File: src/rtl/serial_config_lut_bank.sv
// Purpose: bank of NUM_LUTS LUT memories, loaded from a serial configuration
//          stream through a shadow register and committed one full frame at a time.
// Ports:   cclk/rst clock and async reset; cen/cin/cabort drive the serial
//          stream; cout continues the daisy chain; cdone pulses once per
//          commit; configured is sticky; addr/out are the LUT read ports.
module serial_config_lut_bank #(
  parameter int ADDR_BITS = 4,
  parameter int NUM_LUTS  = 2
) (
  input  logic                          cclk,
  input  logic                          rst,
  input  logic                          cen,
  input  logic                          cin,
  input  logic                          cabort,
  output logic                          cout,
  output logic                          cdone,
  output logic                          configured,
  input  logic [NUM_LUTS*ADDR_BITS-1:0] addr,
  output logic [NUM_LUTS-1:0]           out
);

  localparam int MEM_SIZE   = 2**ADDR_BITS;
  localparam int TOTAL_BITS = NUM_LUTS*MEM_SIZE;
  localparam int CNT_W      = $clog2(TOTAL_BITS+1);

  typedef enum logic [1:0] {IDLE, LOAD, DONE} state_t;

  state_t                  state, state_nxt;
  logic [TOTAL_BITS-1:0]   shadow;
  logic [TOTAL_BITS-1:0]   active;
  logic [CNT_W-1:0]        count;
  logic                    last_bit;
  logic                    shift;
  logic                    commit;

  // abort always wins over a shift, even on the final bit of a frame
  assign shift    = cen && !cabort;
  assign last_bit = (count == CNT_W'(TOTAL_BITS-1));
  assign commit   = shift && last_bit;

  // state register
  always_ff @(posedge cclk or posedge rst) begin
    if (rst) state <= IDLE;
    else     state <= state_nxt;
  end

  // next-state logic
  always_comb begin
    state_nxt = state;
    if (cabort) begin
      state_nxt = IDLE;
    end else if (cen) begin
      state_nxt = last_bit ? DONE : LOAD;
    end else begin
      // paused: a partial frame stays in LOAD; DONE always falls back to IDLE
      if (state == DONE || count == '0) state_nxt = IDLE;
      else                              state_nxt = LOAD;
    end
  end

  // outputs of the state machine
  always_comb begin
    cdone = (state == DONE);
  end

  // shadow register and bit counter
  always_ff @(posedge cclk or posedge rst) begin
    if (rst) begin
      shadow <= '0;
      count  <= '0;
    end else if (cabort) begin
      shadow <= '0;
      count  <= '0;
    end else if (cen) begin
      shadow <= {shadow[TOTAL_BITS-2:0], cin};
      count  <= last_bit ? '0 : count + CNT_W'(1);
    end
  end

  // active contents change only on a full-frame commit, so LUT outputs never
  // see a partial configuration
  always_ff @(posedge cclk or posedge rst) begin
    if (rst) begin
      active     <= '0;
      configured <= 1'b0;
    end else if (commit) begin
      active     <= {shadow[TOTAL_BITS-2:0], cin};
      configured <= 1'b1;
    end
  end

  assign cout = shadow[TOTAL_BITS-1];

  for (genvar i = 0; i < NUM_LUTS; i++) begin : g_lut
    logic [MEM_SIZE-1:0]  lut_bits;
    logic [ADDR_BITS-1:0] lut_addr;
    assign lut_bits = active[i*MEM_SIZE +: MEM_SIZE];
    assign lut_addr = addr[i*ADDR_BITS +: ADDR_BITS];
    assign out[i]   = lut_bits[lut_addr];
  end

endmodule

File: config.mk
export PLATFORM = sky130hd
export DESIGN_NAME = serial_config_lut_bank
export DESIGN_NICKNAME = d
export VERILOG_FILES = /design/src/rtl/serial_config_lut_bank.sv
export SDC_FILE = /design/constraint.sdc
export NUM_CORES = 1
export LEC_CHECK = 0
export ABC_AREA = 1
export BUFFER_PORTS_ARGS = -buffer_cell sky130_fd_sc_hd__buf_2
export CAP_MARGIN = 20
export CORE_MARGIN = 5
export CORE_UTILIZATION = 35
export DETAILED_ROUTE_END_ITERATION = 16
export PLACE_DENSITY = 0.51
export SLEW_MARGIN = 15
export SYNTH_ARGS = -nofsm -noshare
export SYNTH_HDL_FRONTEND = slang
export SYNTH_SLANG_ARGS = --single-unit
File: constraint.sdc
create_clock -name cclk -period 2.73 [get_ports cclk]
set_clock_uncertainty 0.1 [all_clocks]
set_input_delay 0.273 -clock cclk [delete_from_list [all_inputs] [get_ports cclk]]
set_output_delay 0.273 -clock cclk [all_outputs]
set_load 0.02 [all_outputs]
==> summary.txt, run 1 <==
Flow run
  – Max-cap violations: 0

Clock tree
  – Clk slew on worst S/H paths: 0.08 ns
  – CTS tree: built
  – Max clock buf depth: 2
  – Clock sink count: 73
  – CTS buffer count: 9
  – Clock Root Buffer: clkbuf_8
  – CTS H-tree lvls: 3
  – Skew-Pair Late Insertion Delay: 0.34 ns

Finish
  – Final core occ: 0.401
  – Antenna cells: 0
  – Layout cells sized above 1: 0.113
  – Commonest non-fill, non-tap cell in the layout: nand2_1
  – Post-layout nets: 401
  – Most frequent cells in the layout: 90 x nand2_1, 73 x dfrtp_1, 72 x inv_1
  – Synth-to-Final Area Change: 11.1%
  – Fillers: 901
  – Final Non-Filler Cells: 499

Critical path
  – CP max FO: 43
  – Critical Path Sink Type: flop
  – Worst setup SP type: flop
  – WP data required: 2.86 ns
  – WP data arrival: 2.27 ns
  – CP Class: reg -> reg

Logic synthesis
  – Syn Std Cell Area: 3180 µm²
  – Seq cells post-synth: 73
  – Yosys cell types: 25
  – Avg Cell Area, Syn: 8.64 µm²
  – Register area share after synthesis: 0.575
  – Syn Inst Count: 368
  – Mapped Nets: 383
  – Synth warn: 0

Detailed routing
  – Drt first pass iters: 4
  – DRT iter0 DRCs: 70
  – Final ANT Viol Nets: 0
  – Wirelength per Cell: 12.1 µm
  – Via count: 2299
  – Vias per inst: 4.61
  – Final WL: 6.01 mm
  – Remaining DRCs: 0

Global route
  – First-pass GRT wire length: 10.8 mm
  – GRT Overall Usage: 0.117
  – Vias in the first global route: 2346
  – Initial antenna violation count: 0
  – Largest net degree at the start of global routing: 48
  – Gr ovfl total: 0

Placed design
  – PortBufs: 17
  – Placed cell count: 482
  – GP Congestion: 0.824
  – Detailed Place HPWL: 4.03 mm

STA
  – Tmin final: 2.14 ns
  – Final hold vios: 0
  – Slew HR: 0.512
  – Unrepaired setup endpoints after global routing: false
  – Aggregate negative setup slack: 0 ns
  – Tcrit/Tclk final: 0.785
  – Worst slew pin tran: 0.729 ns
  – Final Setup Violations: 0
  – Fmax: 467 MHz
  – Slew Limit Fails: 0

Floorplanning
  – Die X: 105 µm
  – Chip height: 105 µm
  – Row count: 34
  – Die area: 11100 µm²
  – Core Footprint: 8810 µm²
  – IO Pins: 18
  – Starting Density: 0.361

Power and ir drop
  – Leakage: 1.66 nW
  – Maximum vdd ir drop: 0.221 mV
  – Power Total: 1.94 mW
  – Pwr Density: 550 nW/µm²

Worst hold path
  – Min-delay worst type: in -> reg

Run status
  – Status: finished, final reports clean
==> cell usage after synthesis <==
cell       instances  area share
a21oi_1            3      0.0047
a2bb2oi_1          1      0.0028
buf_2              8       0.013
buf_4              1      0.0024
buf_6              2      0.0071
clkbuf_1           1      0.0012
clkbuf_2           2      0.0031
dfrtp_1           73        0.57
ha_1               2      0.0079
inv_1             73       0.086
inv_2              2      0.0024
nand2_1           90        0.11
nand2_2            2      0.0039
nand3_1           30       0.047
nor2_1             5      0.0059
nor2_2             1      0.0020
nor2_4             1      0.0035
nor3_1             1      0.0016
nor3_2             1      0.0031
nor3b_1            1      0.0024
o21ai_0           22       0.035
o21ai_1           17       0.027
o22ai_1           27       0.053
or2_2              1      0.0020
xor2_1             1      0.0028
==> worst paths after layout <==
check	startpoint	to	slack [ns]	cells past startpoint
min	cabort	count[2]	0.08	2
max reg2reg	count[0]	configured	0.59	6
min reg2reg	configured	configured	0.38	1
min in group asynchronous	rst	shadow[27]	0.45	3
max	count[0]	configured	0.59	6
max in group asynchronous	rst	shadow[17]	1.41	4
==> worst max-delay path, stage by stage (launching register included) <==
cell and delay [ns]:
dfrtp_1 0.41, ha_1 0.25, nand2_2 0.10, nor3_2 0.06, nand2_2 0.54, inv_1 0.24
or2_2 0.33
==> sequential cells by signal, summed over array words and instances (netlist names) <==
register	count
active	32
shadow	32
count	6
state	2
configured	1
==> stage by stage <==
step	hold WS, ns	area (µm²)	worst slack, ns
2_1_floorplan	0.243	3180	0.504
3_3_place_gp	0.286	3350	0.629
3_5_place_dp	0.287	3350	0.564
4_1_cts	0.0540	3530	0.559
5_1_grt	0.0594	3530	0.372
6_report	0.0774	3530	0.588
==> cells by family (layout without fill, tap and decap cells) <==
| family | after synthesis | after routing | share of synthesized area |
|---|---|---|---|
| xor+xnor | 1 | 1 | 0.00276 |
| simple gates | 133 | 133 | 0.178 |
| buf+inv | 89 | 112 | 0.115 |
| fa+ha+maj | 2 | 2 | 0.00787 |
| flops | 73 | 73 | 0.575 |
| compound gates | 70 | 70 | 0.122 |
==> routing by layer <==
layer  wire (µm)  global-route usage  up-vias
li1            -                   -     1198
met5           0                   0        -
met1        3110               0.157     1066
met3         138              0.0244       12
met2        2650               0.182       23
met4         114              0.0534        0
==> report_power, final <==
part | leakage (nW) | switching [mW] | internal [mW]
Combinational | 0.575 | 0.0795 | 0.0330
Sequential | 1.01 | 0.00314 | 1.09
Clock | 0.0831 | 0.409 | 0.333
Total | 1.66 | 0.492 | 1.45
==> repair_timing <==
action / 4_1_cts / 5_1_grt
resized for setup: 0 / 0
endpoints found under the setup margin: 0 / 0
endpoints found under the hold margin: 26 / 0
hold buffers: 1 / 0
buffers inserted: 0 / 0
==> area by class of cell <==
type	count	area, µm²	area share
well taps	108	135	0.0383
repair buffers	21	130	0.0369
inverters	75	282	0.0797
clock buffers	10	128	0.0361
multi-input cells	206	987	0.280
flip-flops and latches	73	1830	0.517
clock inverters	6	42.5	0.0120
(Power assumes the default switching activity.)
==> inputs of run 2 (changes only) <==
--- a/config.mk
+++ b/config.mk
@@ -5,13 +5,13 @@
 export SDC_FILE = /design/constraint.sdc
 export NUM_CORES = 1
 export LEC_CHECK = 0
-export ABC_AREA = 1
+export ABC_AREA = 0
 export BUFFER_PORTS_ARGS = -buffer_cell sky130_fd_sc_hd__buf_2
 export CAP_MARGIN = 20
 export CORE_MARGIN = 5
 export CORE_UTILIZATION = 35
 export DETAILED_ROUTE_END_ITERATION = 16
-export PLACE_DENSITY = 0.51
+export PLACE_DENSITY = 0.52
 export SLEW_MARGIN = 15
 export SYNTH_ARGS = -nofsm -noshare
 export SYNTH_HDL_FRONTEND = slang
==> constraint.sdc (replaced) <==
create_clock -name cclk -period 1.96 [get_ports cclk]
set_clock_uncertainty 0.1 [all_clocks]
set_input_delay 0.196 -clock cclk [delete_from_list [all_inputs] [get_ports cclk]]
set_output_delay 0.196 -clock cclk [all_outputs]
set_load 0.02 [all_outputs]
==> summary.txt, run 2 <==
Floorplanning
  – IO Pins: 18 (unchanged)
  – Core Footprint: 8760 µm² (-0.48%)
  – Starting Density: 0.360 (-0.000817)
  – Chip height: 105 µm (-0.32%)
  – Die X: 105 µm (-0.32%)
  – Die area: 11000 µm² (-0.64%)
  – Row count: 34 (unchanged)

Power and ir drop
  – Maximum vdd ir drop: 0.300 mV (+36%)
  – Comb power frac: 0.052 (-0.006)
  – Clock share of power: 0.424 (+0.042)
  – Leakage: 1.84 nW (+11%)
  – Sw Ratio: 0.219 (-0.0344)
  – Pwr Density: 790 nW/µm² (+44%)
  – Sequential share of power: 0.525 (-0.035)
  – Net switching power: 634 µW (+29%)
  – Internal: 2.27 mW (+56%)

Global route
  – GRT Overall Usage: 0.115 (-0.00171)
  – First-pass GRT wire length: 10.3 mm (-4.4%)
  – Gr ovfl total: 0 (unchanged)
  – Largest net degree at the start of global routing: 35 (-27%)
  – Initial antenna violation count: 0 (unchanged)
  – Vias in the first global route: 1949 (-17%)

STA
  – Slew Limit Fails: 0 (unchanged)
  – Tmin final: 1.94 ns
  – Worst slew pin tran: 0.438 ns (-0.291 ns)
  – Final worst setup slack: 0.0168 ns (-0.571 ns)
  – Unrepaired setup endpoints after global routing: true
  – Tcrit/Tclk final: 0.991
  – Aggregate negative setup slack: 0 ns (unchanged)
  – Fmax: 515 MHz
  – Slew HR: 0.705 (+0.193)
  – Final hold vios: 0 (unchanged)
  – Final Setup Violations: 0 (unchanged)

Finish
  – Biggest regs: active: 32 flops, shadow: 32 flops, count: 6 flops
  – Most frequent cells in the layout: 73 x dfrtp_1, 39 x mux2i_1, 37 x nor2_1
  – Commonest non-fill, non-tap cell in the layout: dfrtp_1
  – Post-layout nets: 272 (-32%)
  – Final Non-Filler Cells: 370 (-26%)
  – Final core occ: 0.419 (+0.0179)
  – Antenna cells: 0 (unchanged)
  – Layout cells sized above 1: 0.321 (+0.208)
  – Fillers: 858 (-4.8%)
  – Synth-to-Final Area Change: 16.3%

Logic synthesis
  – Share of Yosys cell area claimed by the top area cell type: 0.579 (+0.00410)
  – Syn Std Cell Area: 3160 µm² (-0.71%)
  – Syn Inst Count: 226 (-39%)
  – Cell taking the most area after synthesis: dfrtp_1
  – Area contributors post-synth: dfrtp_1 58%, mux2i_1 12%, mux2_2 10%
  – Seq cells post-synth: 73 (unchanged)
  – Post-synth EDFFs: 0 (unchanged)
  – Top post-synthesis cells by count: 73 x dfrtp_1, 39 x mux2i_1, 37 x nor2_1
  – Synth warn: 0 (unchanged)
  – Yosys cell types: 27 (+8.0%)
  – Most common cell in the netlist: dfrtp_1
  – Avg Cell Area, Syn: 14.0 µm² (+62%)
  – Mapped Nets: 241 (-37%)
  – Async SR Flop Fraction: 1.00 (unchanged)
  – Synth Flop Type: dfrtp_1
  – Register area share after synthesis: 0.579 (+0.00410)

Placed design
  – Dpl ws: 0.0900 ns (-0.474 ns)
  – Placed cell count: 350 (-27%)
  – GP Congestion: 0.669 (-19%)
  – PortBufs: 17 (unchanged)
  – Detailed Place HPWL: 3.87 mm (-4.1%)

Clock tree
  – CTS H-tree lvls: 3 (unchanged)
  – CTS buffer count: 9 (unchanged)
  – CTS tree: built
  – Clock Root Buffer: clkbuf_8
  – Clock sink count: 73 (unchanged)
  – Clk slew on worst S/H paths: 0.08 ns (about the same)
  – Max clock buf depth: 2 (unchanged)
  – Skew-Pair Late Insertion Delay: 0.34 ns (about the same)

Detailed routing
  – Wirelength per Cell: 15.8 µm (+31%)
  – Drt first pass iters: 4 (unchanged)
  – Vias per inst: 4.85 (+5.4%)
  – Final ANT Viol Nets: 0 (unchanged)
  – Final WL: 5.86 mm (-2.6%)
  – DRT iter0 DRCs: 81 (+16%)
  – Via count: 1796 (-22%)
  – Remaining DRCs: 0 (unchanged)

Critical path
  – WP data required: 1.66 ns (-1.20 ns)
  – Worst reg2reg path depth: 6 (unchanged)
  – Critical Path Sink Type: primary output
  – WP data arrival: 1.65 ns (-0.62 ns)
  – CP Class: reg -> out
  – Worst setup SP type: flop
  – CP max FO: 2 (-95%)

Run status
  – Status: finished, final reports clean

Worst hold path
  – Worst hold stages: 2 (unchanged)
  – Min-delay worst type: in -> reg

Flow run
  – Max-cap violations: 0 (unchanged)
[run 2: cell types whose count changed after synthesis, sizes merged, moves of 3 or more]
cell,delta
buf,-3
nand3,-29
inv,-70
mux2i,+39
o21ai,-38
nor2,+30
o22ai,-27
mux2,+32
mux4,+8
nand2,-90
[run 2: logic make-up after synthesis]
| logic type | synth area share |
|---|---|
| simple gates | 0.0658 |
| flops | 0.579 |
| compound gates | 0.0135 |
| mux | 0.295 |
| fa+ha+maj | 0.00793 |
| xor+xnor | 0.0111 |
| buf+inv | 0.0281 |
[run 2: final cells by class]
cell class,count,area [µm²],area share
clock buffers,14,173,0.0470
clock inverters,2,35.0,0.00954
inverters,5,22.5,0.00613
multi-input cells,137,1240,0.338
flip-flops and latches,73,1830,0.498
well taps,108,135,0.0368
repair buffers,31,238,0.0648
[run 2: power groups by stage]
| stage | combinational (mW) | clock [mW] | sequential, mW |
|---|---|---|---|
| global placement | 0.150 | 0 | 1.55 |
| CTS | 0.155 | 1.27 | 1.52 |
| detailed placement | 0.152 | 0 | 1.55 |
| finish | 0.150 | 1.23 | 1.52 |
| global route | 0.169 | 1.35 | 1.52 |
| floorplan | 0.0911 | 0 | 1.55 |
[run 2: worst paths after layout]
kind / to / slack [ns] / start
max: out[0] / 0.02 / active[10]
min: count[4] / 0.13 / cabort
min in group asynchronous: active[29] / 0.29 / rst
min reg2reg: configured / 0.39 / configured
max reg2reg: active[4] / 0.14 / count[0]
max in group asynchronous: shadow[11] / 0.94 / rst
[run 2: stage by stage]
| step | hold slack [ns] | cell area, µm² | power, mW |
|---|---|---|---|
| 3_5_place_dp | 0.120 | 3410 | 1.70 |
| 2_1_floorplan | 0.231 | 3160 | 1.64 |
| 5_1_grt | 0.136 | 3670 | 3.04 |
| 4_1_cts | 0.110 | 3640 | 2.95 |
| 3_3_place_gp | 0.123 | 3410 | 1.70 |
| 6_report | 0.125 | 3670 | 2.90 |
[run 2: routing by layer]
metal,track usage,routed length [µm]
met1,0.161,2900
met2,0.170,2670
met3,0.0296,195
met4,0.0493,95
met5,0,0
[run 2: critical path, stage by stage, from the launching register on]
cell	delay, ns
dfrtp_1	0.39
mux4_2	0.47
mux2i_1	0.17
mux2i_1	0.11
buf_2	0.17
[run 2: timing repair]
action / CTS / global route
gates resized for setup: 0 / 0
setup endpoints to repair: 0 / 25
hold buffers: 2 / 0
hold endpoints to repair: 14 / 0
setup buffers: 0 / 1
